===== config.mk =====
export PLATFORM = sky130hd
export DESIGN_NAME = gray_counter
export DESIGN_NICKNAME = d
export VERILOG_FILES = /design/src/rtl/gray_pkg.sv /design/src/rtl/gray_counter.sv
export SDC_FILE = /design/constraint.sdc
export NUM_CORES = 1
export LEC_CHECK = 0
export BUFFER_PORTS_ARGS = -buffer_cell sky130_fd_sc_hd__buf_2
export CAP_MARGIN = 10
export CORE_MARGIN = 2
export CORE_UTILIZATION = 40
export CTS_BUF_LIST = sky130_fd_sc_hd__clkbuf_4 sky130_fd_sc_hd__clkbuf_8 sky130_fd_sc_hd__clkbuf_16
export CTS_CLUSTER_SIZE = 8
export DETAILED_ROUTE_END_ITERATION = 10
export GPL_ROUTABILITY_DRIVEN = 0
export GPL_TIMING_DRIVEN = 1
export PLACE_DENSITY = 0.74
export SYNTH_ARGS = -nofsm -noshare
export SYNTH_HDL_FRONTEND = slang
export SYNTH_SLANG_ARGS = --single-unit

===== constraint.sdc =====
create_clock -name clock -period 3.2 [get_ports clock]
set_input_delay 0.32 -clock clock [delete_from_list [all_inputs] [get_ports clock]]
set_output_delay 0.32 -clock clock [all_outputs]
set_load 0.02 [all_outputs]

===== src/rtl/gray_pkg.sv =====
// Shared Gray-code helpers and the counter's reset values; latency: n/a.
// Backpressure: none (pure definitions, reused by downstream Gray-to-binary benches).
package gray_pkg;

    localparam int GRAY_MAX_W = 32;

    localparam logic RST_AT_MIN     = 1'b1;
    localparam logic RST_AT_MAX     = 1'b0;
    localparam logic RST_WRAP_PULSE = 1'b0;

    // Operates at the widest supported width; callers zero-extend and truncate back.
    function automatic logic [GRAY_MAX_W-1:0] bin2gray(input logic [GRAY_MAX_W-1:0] b);
        return b ^ (b >> 1);
    endfunction

endpackage


===== src/rtl/gray_counter.sv =====
// Registered up/down Gray counter with load, wrap/saturate; 1-cycle latency from any control input.
// No backpressure: one step per enabled cycle, gray and flags come straight from flops.
module gray_counter
    import gray_pkg::*;
#(
    parameter int WIDTH = 5,
    parameter bit WRAP  = 1'b1
) (
    input  logic             clock,
    input  logic             sclr,
    input  logic             ena,
    input  logic             up_dn,
    input  logic             sload,
    input  logic [WIDTH-1:0] data,
    output logic [WIDTH-1:0] gray,
    output logic [WIDTH-1:0] bin,
    output logic             at_max,
    output logic             at_min,
    output logic             wrap_pulse
);

    localparam logic [WIDTH-1:0] MAX_VAL = '1;
    localparam logic [WIDTH-1:0] MIN_VAL = '0;

    logic [WIDTH-1:0] r_bin;
    logic [WIDTH-1:0] r_gray;
    logic             r_at_max;
    logic             r_at_min;
    logic             r_wrap_pulse;

    logic [WIDTH-1:0] w_bin_next;
    logic [WIDTH-1:0] w_gray_next;
    logic             w_wrap_next;

    always_comb begin
        w_bin_next  = r_bin;
        w_wrap_next = 1'b0;
        if (sload) begin
            w_bin_next = data;
        end else if (ena) begin
            if (up_dn) begin
                if (r_bin == MAX_VAL) begin
                    if (WRAP) begin
                        w_bin_next  = MIN_VAL;
                        w_wrap_next = 1'b1;
                    end
                end else begin
                    w_bin_next = r_bin + 1'b1;
                end
            end else begin
                if (r_bin == MIN_VAL) begin
                    if (WRAP) begin
                        w_bin_next  = MAX_VAL;
                        w_wrap_next = 1'b1;
                    end
                end else begin
                    w_bin_next = r_bin - 1'b1;
                end
            end
        end
    end

    // Gray is encoded from the next binary value so the output flop changes one bit per step.
    assign w_gray_next = WIDTH'(bin2gray(GRAY_MAX_W'(w_bin_next)));

    always_ff @(posedge clock) begin
        if (sclr) begin
            r_bin        <= '0;
            r_gray       <= '0;
            r_at_max     <= RST_AT_MAX;
            r_at_min     <= RST_AT_MIN;
            r_wrap_pulse <= RST_WRAP_PULSE;
        end else begin
            r_bin        <= w_bin_next;
            r_gray       <= w_gray_next;
            r_at_max     <= (w_bin_next == MAX_VAL);
            r_at_min     <= (w_bin_next == MIN_VAL);
            r_wrap_pulse <= w_wrap_next;
        end
    end

    assign gray       = r_gray;
    assign bin        = r_bin;
    assign at_max     = r_at_max;
    assign at_min     = r_at_min;
    assign wrap_pulse = r_wrap_pulse;

endmodule


---- Word level (Yosys, flattened, before mapping) ----
Index checks and enable logic that the tools add are counted.
storage, ports and cells
  register bits ........................... 13
  latch bits .............................. 0
  RAM bits ................................ 0
  ROM bits ................................ 0
  input bits .............................. 10
  memories ................................ 0
operators by class
  $add $sub $neg .......................... 2
  multiply operators ...................... 0
  divide/modulo/power cells ............... 0
  $lt $le $gt $ge ......................... 0
  equality and inequality tests ........... 2
  shift-type cells ........................ 0
  multiplexer cells ....................... 8
  bitwise operators ....................... 2
  reduce and logical (&&, ||, !) cells .... 3
operator list
  operator                                                            count
  5-bit two-way mux                                                   5
  5-bit equality test, second input constant                          2
  5-bit zero test                                                     2
  5-bit by 1-bit adder with 5-bit output, second input constant       1
  5-bit by 1-bit subtractor with 5-bit output, second input constant  1
  5-bit by 4-bit bitwise XOR with 5-bit output                        1
  1-bit two-way mux                                                   3
  3-bit OR reduction                                                  1
  1-bit inverter                                                      1

---- Logic depth before layout (Yosys ltp) ----
Gate-level depths: netlist of the first run.
  depth after elaboration ................. 6
  gate-level depth with buffers ........... 11

---- Worst setup path before layout of the first run ----
No wires, ideal clock.
  path kind ............................... register to register
  start ................................... register r_bin[0] (netlist: bin[0])
  end ..................................... register r_gray[2] (netlist: gray[2])
  data arrival time ....................... 2.211 ns
  path slack .............................. 0.861 ns
  cell stages (with the launch flop) ...... 11
  path buffers ............................ 0
  period minus slack after synthesis ...... 2.339 ns
  cells stage by stage .................... dfxtp_1 > ha_1 > and3_1 > ha_1 > and3b_1 > o21ai_1 > nand4_2 > a22oi_2 > inv_1 > ha_1 > nor2b_1
between the ends
  longest elaborated chain between the ends .. 6
  elaborated cells between the ends (all ways) .. 10
RTL lines
  item                                                                       RTL line                                text
  from (decl)                                                                gray_counter.sv:25                      logic [WIDTH-1:0] r_bin;
  from (signal assigned)                                                     gray_counter.sv:74                      r_bin <= w_bin_next;
  5-bit by 1-bit subtractor with 5-bit output, or another cell as far along  gray_counter.sv:57                      w_bin_next = r_bin - 1'b1;
  5-bit two-way mux (on tied branches)                                       gray_counter.sv:51, gray_counter.sv:42
  5-bit two-way mux (*)                                                      gray_counter.sv:41                      if (up_dn) begin
  5-bit two-way mux (*)                                                      gray_counter.sv:40                      end else if (ena) begin
  5-bit two-way mux (*)                                                      gray_counter.sv:38                      if (sload) begin
  5-bit by 4-bit bitwise XOR with 5-bit output (*)                           gray_pkg.sv:13                          return b ^ (b >> 1);
  net w_gray_next[2]                                                         gray_counter.sv:32                      logic [WIDTH-1:0] w_gray_next;
  to (signal assigned)                                                       gray_counter.sv:75                      r_gray <= w_gray_next;
  to (decl)                                                                  gray_counter.sv:26                      logic [WIDTH-1:0] r_gray;
The timed path passes the listed nets; every way through them passes the cells marked *.
A chain may end at the register's enable or synchronous reset.

---- Final worst setup path of the first run ----
Same ends and word-level chain as after synthesis.

==> impl_results.md, run 1 <==
- Reg2reg start: bin[0]
- Critical path fanouts, max: 9
- Combinational family with the most area after synthesis: simple AND/OR/NAND/NOR gates
- Worst hold path type: input pin to register
- Worst path arrival time: approximately 2700 ps
- First-pass GRT wire length: 2.95 mm
- R2R setup slack: 720 ps
- CP Data Required Time: between 3000 and 4000 ps
- CP startpoint kind: register
- Top-Level Pins: 23
- 1st-pass router iterations: 5
- Fin cells: roughly 150
- Mapped Area: between 800 and 900 µm²
- Cell area after placement: about 970 µm²
- Max VDD drop: roughly 0.32 mV
- Final antenna diode count: 0
- Initial Util: 0.434
- Largest net degree at the start of global routing: 18
- Pwr Density: 415 mW/mm²
- Status: finished clean
- CTS resizes: 0
- CTS Hold Buffers Added: 0
- Crit end category: register
- Net load switching power: around 0.13 mW
- Vias in the first global route: roughly 640
- Hold wc startpoint: data[3]
- Max_cap viols: 0
- DR vias/cell: 5.34
- R2R Path End: gray[2]
- Core Region: approximately 0.002 mm²
- Cell count of the worst reg-to-reg path: 10
- Library cells used by synthesis: 36
- Sequential cell area fraction in the yosys report: 0.276
- Clock Tree Buf Depth: 2
- Internal Power: 0.285 mW
- Pleak: about 0.48 nW
- Initial antenna violation count: 0
- Hold path depth: 3
- Synth Area in Simple Gates: 0.301
- Highest clock rate: approximately 0.40 GHz
- Synth Register Bits: 12
- Top area cells in the synthesized netlist: dfxtp_1, ha_1, nor2b_1
- Layout cell share with drive strength beyond 1: 0.328
- CP endpoint: gray[2]
- Inserted Clock Buffers: 3
- Num rows: 16
- RSZ-0062 raised after global routing: no
- Die H: 50.6 µm
- Seq pwr share: 0.417
- Final hold violation count: 0
- Layout Utilization: 0.504
- Average cell area after synthesis: around 8.8 µm²
- Sw frac: 0.319
- Clock power share: 0.278
- H-tree depth: 1
- Cell taking the most area after synthesis: dfxtp_1
- Max Slew Vio Count: 0
- Syn Nets: roughly 110
- Mapped Cells: 99
- Critical path type: register to register
- Wirelength, routed: about 1.9 mm
- Post-Synth XOR/XNOR Area: 0.0201
- Die X: 50.6 µm
- Top-area cell type share of the netlist area: 0.276
- Setup Skew: 0.885 ps
- Synth Warn #: 0
- Adder-cell share of the synthesized area: 0.0719
- Wire per inst: roughly 13 µm
- PortBufs: 22
- Area of the multi-input gates: ~570 µm²
- Slew @ Worst Pin: 430 ps
- Grt ovf: 0
- Buffer count from post-CTS setup fixing: 0
- Fin Setup TNS: 0 ps
- Clock root cell: clkbuf_4
- Multiplexer area fraction after synthesis: 0.0230
- FF+latch area: roughly 240 µm²
- Placed insts: roughly 140
- CTS Sinks: 12
- Detailed Place HPWL: around 1.4 mm
- Final instance area: roughly 0.001 mm²
- Nets@finish: 135
- Vias post-DR: about 780
- Crit share post-route: 0.776
- Slew HR: 0.713
- Area grow syn2layout: 16.0%
- Critical path startpoint: bin[0]
- Fillcell total: about 200
- Final min period: about 2500 ps
- Complex-gate fraction of the synthesized area: 0.243
- Total die area: approximately 0.0026 mm²
- Worst-Skew Late Latency: ~270 ps
- Final ANT Viol Nets: 0
- Setup violators final: 0
- Worst-path clk slew: 70 ps
- GRT Overall Usage: 0.152
- CTS tree: built
- Gate power share: 0.305
- DR iter-0 viols: 22
- Residual DRC count: 0
==> worst min path at each step <==
stage | end | slack, ps
finish | bin[3] | 360
global route | bin[3] | 350
CTS | gray[1] | 350
detailed placement | gray[1] | 630
global placement | bin[3] | 640
floorplan | wrap_pulse | 470
==> routing by layer <==
metal	GRT usage	up-vias	wire length (µm)
met3	0.0625	0	89
met2	0.248	22	945
met1	0.188	368	846
met4	0.0270	0	0
li1	-	389	-
met5	0	-	0
==> cell usage after synthesis <==
library cell   n
a211oi_2       2
a21o_1         1
a21oi_1        3
a21oi_2        3
a22oi_2        1
a31o_1         1
a31oi_1        2
and2b_1        1
and2b_4        3
and3_1         1
and3b_1        3
and4b_1        1
buf_4          3
buf_6          1
clkbuf_1       2
dfxtp_1       12
ha_1           5
inv_1          4
mux2i_1        2
nand2_1        8
nand2b_1       2
nand3_1        1
nand4_2        1
nor2_1         9
nor2b_1        6
nor3_1         2
nor3b_1        2
nor3b_4        1
nor4_1         1
o211a_1        1
o21ai_0        5
o21ai_1        4
o21bai_1       1
o221ai_2       1
o311ai_4       1
xnor2_1        2
==> logic make-up (layout without fill, tap and decap cells) <==
group / count (synthesis) / after routing
and+or+nand+nor: 42 / 42
AOI/OAI and AO/OA: 26 / 26
DFF: 12 / 12
buffers and inverters: 10 / 30
adders and majority gates: 5 / 5
xor gates and xnor gates: 2 / 2
muxes: 2 / 2
==> power by group through the flow <==
stage | clock network [mW] | registers (mW) | logic, mW
6_report | 0.116 | 0.175 | 0.128
5_1_grt | 0.129 | 0.177 | 0.140
4_1_cts | 0.122 | 0.174 | 0.128
3_5_place_dp | 0 | 0.178 | 0.126
3_3_place_gp | 0 | 0.177 | 0.125
2_1_floorplan | 0 | 0.190 | 0.0830
==> area by class of cell <==
cell class	instances	area share
clock buffer	4	0.0360
multi-input combinational	77	0.568
timing repair buffer	22	0.109
inverter	4	0.0149
tap	27	0.0335
sequential	12	0.238
==> sequential cells by signal, indices dropped and copies added, names as in the netlist <==
name / flops
gray: 4
wrap_pulse: 1
bin: 5
at_min: 1
at_max: 1
==> critical path, cell delays in order (launching register included) <==
cell,delay (ps)
dfxtp_1,480
ha_1,260
and3_1,190
ha_1,270
and2b_4,230
a21oi_2,140
nand4_2,140
a22oi_2,180
inv_1,70
ha_1,290
nor2b_1,120
==> stage by stage <==
step | power (mW) | hold slack, ps | setup WS (ps)
floorplan | 0.273 | 467 | 861
global placement | 0.302 | 640 | 924
detailed placement | 0.304 | 634 | 753
CTS | 0.424 | 347 | 726
global route | 0.445 | 351 | 527
finish | 0.418 | 356 | 716
==> cell usage in the layout, fill, tap and decap left out, drive strengths merged, types with 3 or more instances in the layout <==
cell type,synthesis,layout
dfxtp,12,12
nor2,9,9
ha,5,5
o21ai,9,9
nor3b,3,3
clkbuf,2,4
and2b,4,4
a21oi,6,6
nor2b,6,6
inv,4,4
nand2,8,8
buf,4,22
and3b,3,3
Note: power is estimated with default switching activity, not from simulation.
==> run 2, diff against run 1 <==
--- a/config.mk
+++ b/config.mk
@@ -14,7 +14,7 @@
 export DETAILED_ROUTE_END_ITERATION = 10
 export GPL_ROUTABILITY_DRIVEN = 0
 export GPL_TIMING_DRIVEN = 1
-export PLACE_DENSITY = 0.74
+export PLACE_DENSITY = 0.77
 export SYNTH_ARGS = -nofsm -noshare
 export SYNTH_HDL_FRONTEND = slang
 export SYNTH_SLANG_ARGS = --single-unit
==> constraint.sdc (replaced) <==
create_clock -name clock -period 2.27 [get_ports clock]
set_input_delay 0.227 -clock clock [delete_from_list [all_inputs] [get_ports clock]]
set_output_delay 0.227 -clock clock [all_outputs]
set_load 0.02 [all_outputs]
==> impl_results.md, run 2 (same netlist as run 1, synthesis figures left out) <==
- Initial antenna violation count: 0 (unchanged)
- 1st-pass router iterations: 4 (-1)
- Wire per inst: 13.0 µm (+1.1%)
- Crit end category: register
- Pleak: 0.501 nW (+4.3%)
- PortBufs: 22 (unchanged)
- Area grow syn2layout: 22.3%
- Max_cap viols: 0 (unchanged)
- Hold wc startpoint: data[4]
- Layout cell share with drive strength beyond 1: 0.395 (+0.0674)
- Final min period: 2170 ps (-317 ps)
- Critical path cell sequence: ha_1 -> and3_4 -> ha_4 -> and3b_1 -> o21ai_2 -> nand4_2 -> a22oi_2 -> inv_1 -> ha_1 -> nor2b_1
- Final antenna diode count: 0 (unchanged)
- Highest clock rate: 0.461 GHz (+15%)
- Worst-Skew Late Latency: 260 ps (about the same)
- Max VDD drop: 0.462 mV (+43%)
- Initial Util: 0.434 (unchanged)
- DR iter-0 viols: 21 (-4.5%)
- Placed insts: 147 (+3.5%)
- Worst-path clk slew: 60 ps (about the same)
- Slowest stage cell, crit path: dfxtp_2
- Clock Tree Buf Depth: 2 (unchanged)
- GRT Overall Usage: 0.160 (+0.00776)
- Total die area: 0.00256 mm² (unchanged)
- CTS tree: built
- Num rows: 16 (unchanged)
- Max Slew Vio Count: 0 (unchanged)
- Core Region: 0.00200 mm² (unchanged)
- Critical path fanouts, max: 7 (-2)
- Top-Level Pins: 23 (unchanged)
- Worst hold path type: input pin to register
- CP Data Required Time: 2420 ps (-940 ps)
- Most common cell after layout, fill and taps aside: buf_2
- First-pass GRT wire length: 3.13 mm (+6.1%)
- Largest net degree at the start of global routing: 18 (unchanged)
- Grt ovf: 0 (unchanged)
- CP dominant cell by count: ha_1
- Wirelength, routed: 1.97 mm (+4.5%)
- Hold slack final: 265 ps (-90.3 ps)
- Final ANT Viol Nets: 0 (unchanged)
- Slew @ Worst Pin: 335 ps (-95.7 ps)
- DR vias/cell: 5.38 (+0.91%)
- Final hold violation count: 0 (unchanged)
- Fin cells: 151 (+3.4%)
- Clock root cell: clkbuf_4
- Pwr Density: 527 mW/mm² (+27%)
- CTS Hold Buffers Added: 0 (unchanged)
- Hold path depth: 3 (unchanged)
- Status: finished clean
- Commonest cells after routing, fill and taps aside: buf_2, dfxtp_1, nor2_1, nand2_1
- Detailed Place HPWL: 1.46 mm (+4.0%)
- Inserted Clock Buffers: 3 (unchanged)
- Residual DRC count: 0 (unchanged)
- Slew HR: 0.775 (+0.0621)
- Critical path startpoint: bin[1]
- CTS Sinks: 12 (unchanged)
- Worst path arrival time: 2320 ps (-330 ps)
- Crit share post-route: 0.955 (+0.178)
- H-tree depth: 1 (unchanged)
- Vias post-DR: 813 (+4.4%)
- Critical path type: register to register
- Die H: 50.6 µm (unchanged)
- Cell count of the worst reg-to-reg path: 10 (unchanged)
- Nets@finish: 141 (+4.4%)
- Max reg flops: 5 (unchanged)
- Die X: 50.6 µm (unchanged)
- Vias in the first global route: 717 (+12%)
- Reg2reg start: bin[1]
- CP startpoint kind: register
- Setup violators final: 0 (unchanged)
- CP max stage delay: 360 ps (-120 ps)
- Setup Skew: 3.53 ps (+2.64 ps)
==> run 2: per-layer routing <==
layer,part of all wire,wire [µm],track usage
met4,0,0,0.0135
met5,0,0,0
met2,0.53,1050,0.294
met1,0.42,821,0.189
met3,0.047,92,0.0446
==> run 2: critical path, delay by kind of cell (launching register included) <==
family / cells / cell delay (ps)
fa+ha+maj: 3 / 610
buf+inv: 1 / 80
simple gates: 4 / 650
compound gates: 2 / 370
flops: 1 / 360
==> run 2: through the flow <==
stage / instance area, µm² / setup TNS [ps] / worst slack, ps / util / total power, mW
global placement: 1010 / 0 / 161 / 0.506 / 0.437
finish: 1060 / 0 / 103 / 0.531 / 0.560
detailed placement: 1010 / 0 / 55.9 / 0.506 / 0.439
floorplan: 872 / 0 / 61.0 / - / 0.385
CTS: 1030 / 0 / 42.8 / 0.517 / 0.559
global route: 1060 / -10.5 / -10.5 / 0.531 / 0.594
==> run 2: final timing paths <==
| path | end | slack [ps] |
|---|---|---|
| hold / removal | bin[4] | 270 |
| setup reg to reg | gray[2] | 100 |
| setup / recovery | gray[2] | 100 |
| hold reg to reg | wrap_pulse | 770 |
==> run 2: layout make-up <==
type	count	area (µm²)
flip-flops and latches	12	243
well taps	27	33.8
multi-input cells	77	594
fillers	190	938
repair buffers	28	155
clock buffers	3	22.5
inverters	4	15.0
==> run 2: timing repair <==
item                       CTS  global route
setup endpoints to repair    0             2
buffers inserted             0             1
resized for setup            0             4
==> run 2: where the power goes <==
| group | switching (mW) | internal, mW |
|---|---|---|
| logic | 0.118 | 0.0865 |
| registers | 0.00883 | 0.229 |
| clock network | 0.0571 | 0.0611 |
==> run 3, diff against run 2 <==
--- a/config.mk
+++ b/config.mk
@@ -7,7 +7,7 @@
 export LEC_CHECK = 0
 export BUFFER_PORTS_ARGS = -buffer_cell sky130_fd_sc_hd__buf_2
 export CAP_MARGIN = 10
-export CORE_MARGIN = 2
+export CORE_MARGIN = 5
 export CORE_UTILIZATION = 40
 export CTS_BUF_LIST = sky130_fd_sc_hd__clkbuf_4 sky130_fd_sc_hd__clkbuf_8 sky130_fd_sc_hd__clkbuf_16
 export CTS_CLUSTER_SIZE = 8
@@ -15,6 +15,7 @@
 export GPL_ROUTABILITY_DRIVEN = 0
 export GPL_TIMING_DRIVEN = 1
 export PLACE_DENSITY = 0.77
+export REMOVE_ABC_BUFFERS = 1
 export SYNTH_ARGS = -nofsm -noshare
 export SYNTH_HDL_FRONTEND = slang
 export SYNTH_SLANG_ARGS = --single-unit
==> impl_results.md, run 3 (same netlist as run 1, synthesis figures left out) <==
- Hold path depth: 3 (unchanged)
- Die H: 56.6 µm (+12%)
- Max_cap viols: 0 (unchanged)
- Worst setup slack after layout: 152 ps (+49.4 ps)
- Pleak: 0.499 nW (-0.32%)
- GRT Overall Usage: 0.149 (-0.0105)
- Critical path cell sequence: ha_1 -> and3_4 -> ha_4 -> and2b_4 -> a21oi_2 -> nand4_2 -> a22oi_2 -> inv_1 -> ha_1 -> nor2b_1
- CP dominant cell by count: ha_1
- Critical path type: register to register
- Slew @ Worst Pin: 330 ps (-4.37 ps)
- Num rows: 16 (unchanged)
- Vias post-DR: 795 (-2.2%)
- Layout Utilization: 0.523 (-0.00835)
- Pwr Density: 541 mW/mm² (+2.7%)
- Max reg flops: 5 (unchanged)
- DR iter-0 viols: 10 (-52%)
- Layout cell share with drive strength beyond 1: 0.371 (-0.0242)
- Internal Power: 0.375 mW (-0.31%)
- CTS tree: built
- Commonest cells after routing, fill and taps aside: buf_2, dfxtp_1, nor2_1, nand2_1
- Fin Setup TNS: 0 ps (unchanged)
- Sw frac: 0.343 (+0.0155)
- Inserted Clock Buffers: 3 (unchanged)
- CP bufs+invs: 1 (unchanged)
- Critical path fanouts, max: 7 (unchanged)
- Levels on crit path: 10 (unchanged)
- Area grow syn2layout: 21.6%
- Residual DRC count: 0 (unchanged)
- Worst path arrival time: 2290 ps (-30 ps)
- Clock power share: 0.229 (+0.018)
- Final ANT Viol Nets: 0 (unchanged)
- Setup violators final: 0 (unchanged)
- Fillcell total: 215 (+13%)
- Die X: 56.6 µm (+12%)
- Final antenna diode count: 0 (unchanged)
- Total die area: 0.00321 mm² (+25%)
- Fin cells: 151 (unchanged)
- Gate power share: 0.357 (-0.008)
- Max VDD drop: 0.403 mV (-13%)
- Worst hold path type: input pin to register
- First-pass GRT wire length: 3.68 mm (+17%)
- Clock root cell: clkbuf_4
- Final instance area: 0.00106 mm² (-0.59%)
- H-tree depth: 1 (unchanged)
- Initial Util: 0.430 (-0.00430)
- Crit share post-route: 0.933 (-0.0218)
- FF+latch area: 240 µm² (-1.0%)
- Clock Tree Buf Depth: 2 (unchanged)
- DR vias/cell: 5.26 (-2.2%)
- Top-Level Pins: 23 (unchanged)
- CP Data Required Time: 2440 ps (+20 ps)
- Grt ovf: 0 (unchanged)
- Largest net degree at the start of global routing: 18 (unchanged)
- 1st-pass router iterations: 4 (unchanged)
- Worst-Skew Late Latency: 280 ps (+20 ps)
- CP top delay family: simple AND/OR/NAND/NOR gates
- Status: finished clean
- CTS Sinks: 12 (unchanged)
- Slew HR: 0.779 (+0.00445)
- Hold slack final: 242 ps (-23.4 ps)
- Detailed Place HPWL: 1.66 mm (+14%)
- Vias in the first global route: 811 (+13%)
- Cell count of the worst reg-to-reg path: 10 (unchanged)
- Final min period: 2120 ps (-49.4 ps)
- Total power draw: 0.572 mW (+2.0%)
- Most common cell after layout, fill and taps aside: buf_2
- Slowest stage cell, crit path: dfxtp_1
- PortBufs: 22 (unchanged)
- Wirelength, routed: 2.10 mm (+7.0%)
- Core Region: 0.00202 mm² (+1.0%)
- Area of the multi-input gates: 591 µm² (-0.63%)
- Seq pwr share: 0.414 (-0.010)
- Wire per inst: 13.9 µm (+7.0%)
- Final hold violation count: 0 (unchanged)
- Crit end category: register
- Max Slew Vio Count: 0 (unchanged)
- Nets@finish: 141 (unchanged)
- CP max stage delay: 330 ps (-30 ps)
- Highest clock rate: 0.472 GHz (+2.3%)
- CP startpoint kind: register
- Net load switching power: 0.196 mW (+6.9%)
- Worst-path clk slew: 80 ps (+20 ps)
- DP Worst Slack: 61.6 ps (+5.66 ps)
- Setup Skew: 14.6 ps (+11.0 ps)
- Cell area after placement: 0.00101 mm² (-0.25%)
- Placed insts: 147 (unchanged)
- Initial antenna violation count: 0 (unchanged)
-- run 3: worst reg2reg max path: cells and delay by family (launching register included) --
family / cells / cell delay (ps)
simple gates: 4 / 670
fa+ha+maj: 3 / 600
compound gates: 2 / 360
flops: 1 / 330
buf+inv: 1 / 70
-- run 3: per-layer routing --
layer	up-vias	share of wire	track usage
met1	367	0.42	0.177
met4	0	0.025	0.0847
met2	20	0.49	0.241
met5	-	0	0
met3	7	0.059	0.0367
li1	401	-	-
-- run 3: path summary, 6_finish.rpt --
| kind | start | to | slack [ps] |
|---|---|---|---|
| worst min register to register | bin[4] | wrap_pulse | 770 |
| worst max-delay path | bin[0] | gray[2] | 150 |
| worst min-delay path | data[3] | bin[3] | 240 |
| worst max register to register | bin[0] | gray[2] | 150 |
-- run 3: area by class of cell --
type	count	share of cell area
multi-input combinational	77	0.559
sequential	12	0.227
timing repair buffer	28	0.147
clock buffer	3	0.0213
inverter	4	0.0142
tap	27	0.0320
-- run 3: timing repair --
action / CTS / global route
setup buffers: 0 / 1
gates resized for setup: 0 / 3
setup endpoints to repair: 0 / 2
hold buffers: 0 / 0
-- run 3: power groups by stage --
| stage | Combinational, mW | Sequential, mW | Clock, mW |
|---|---|---|---|
| detailed placement | 0.202 | 0.241 | 0 |
| CTS | 0.202 | 0.237 | 0.135 |
| global route | 0.227 | 0.239 | 0.142 |
| global placement | 0.196 | 0.240 | 0 |
| floorplan | 0.0986 | 0.272 | 0 |
| finish | 0.204 | 0.237 | 0.131 |
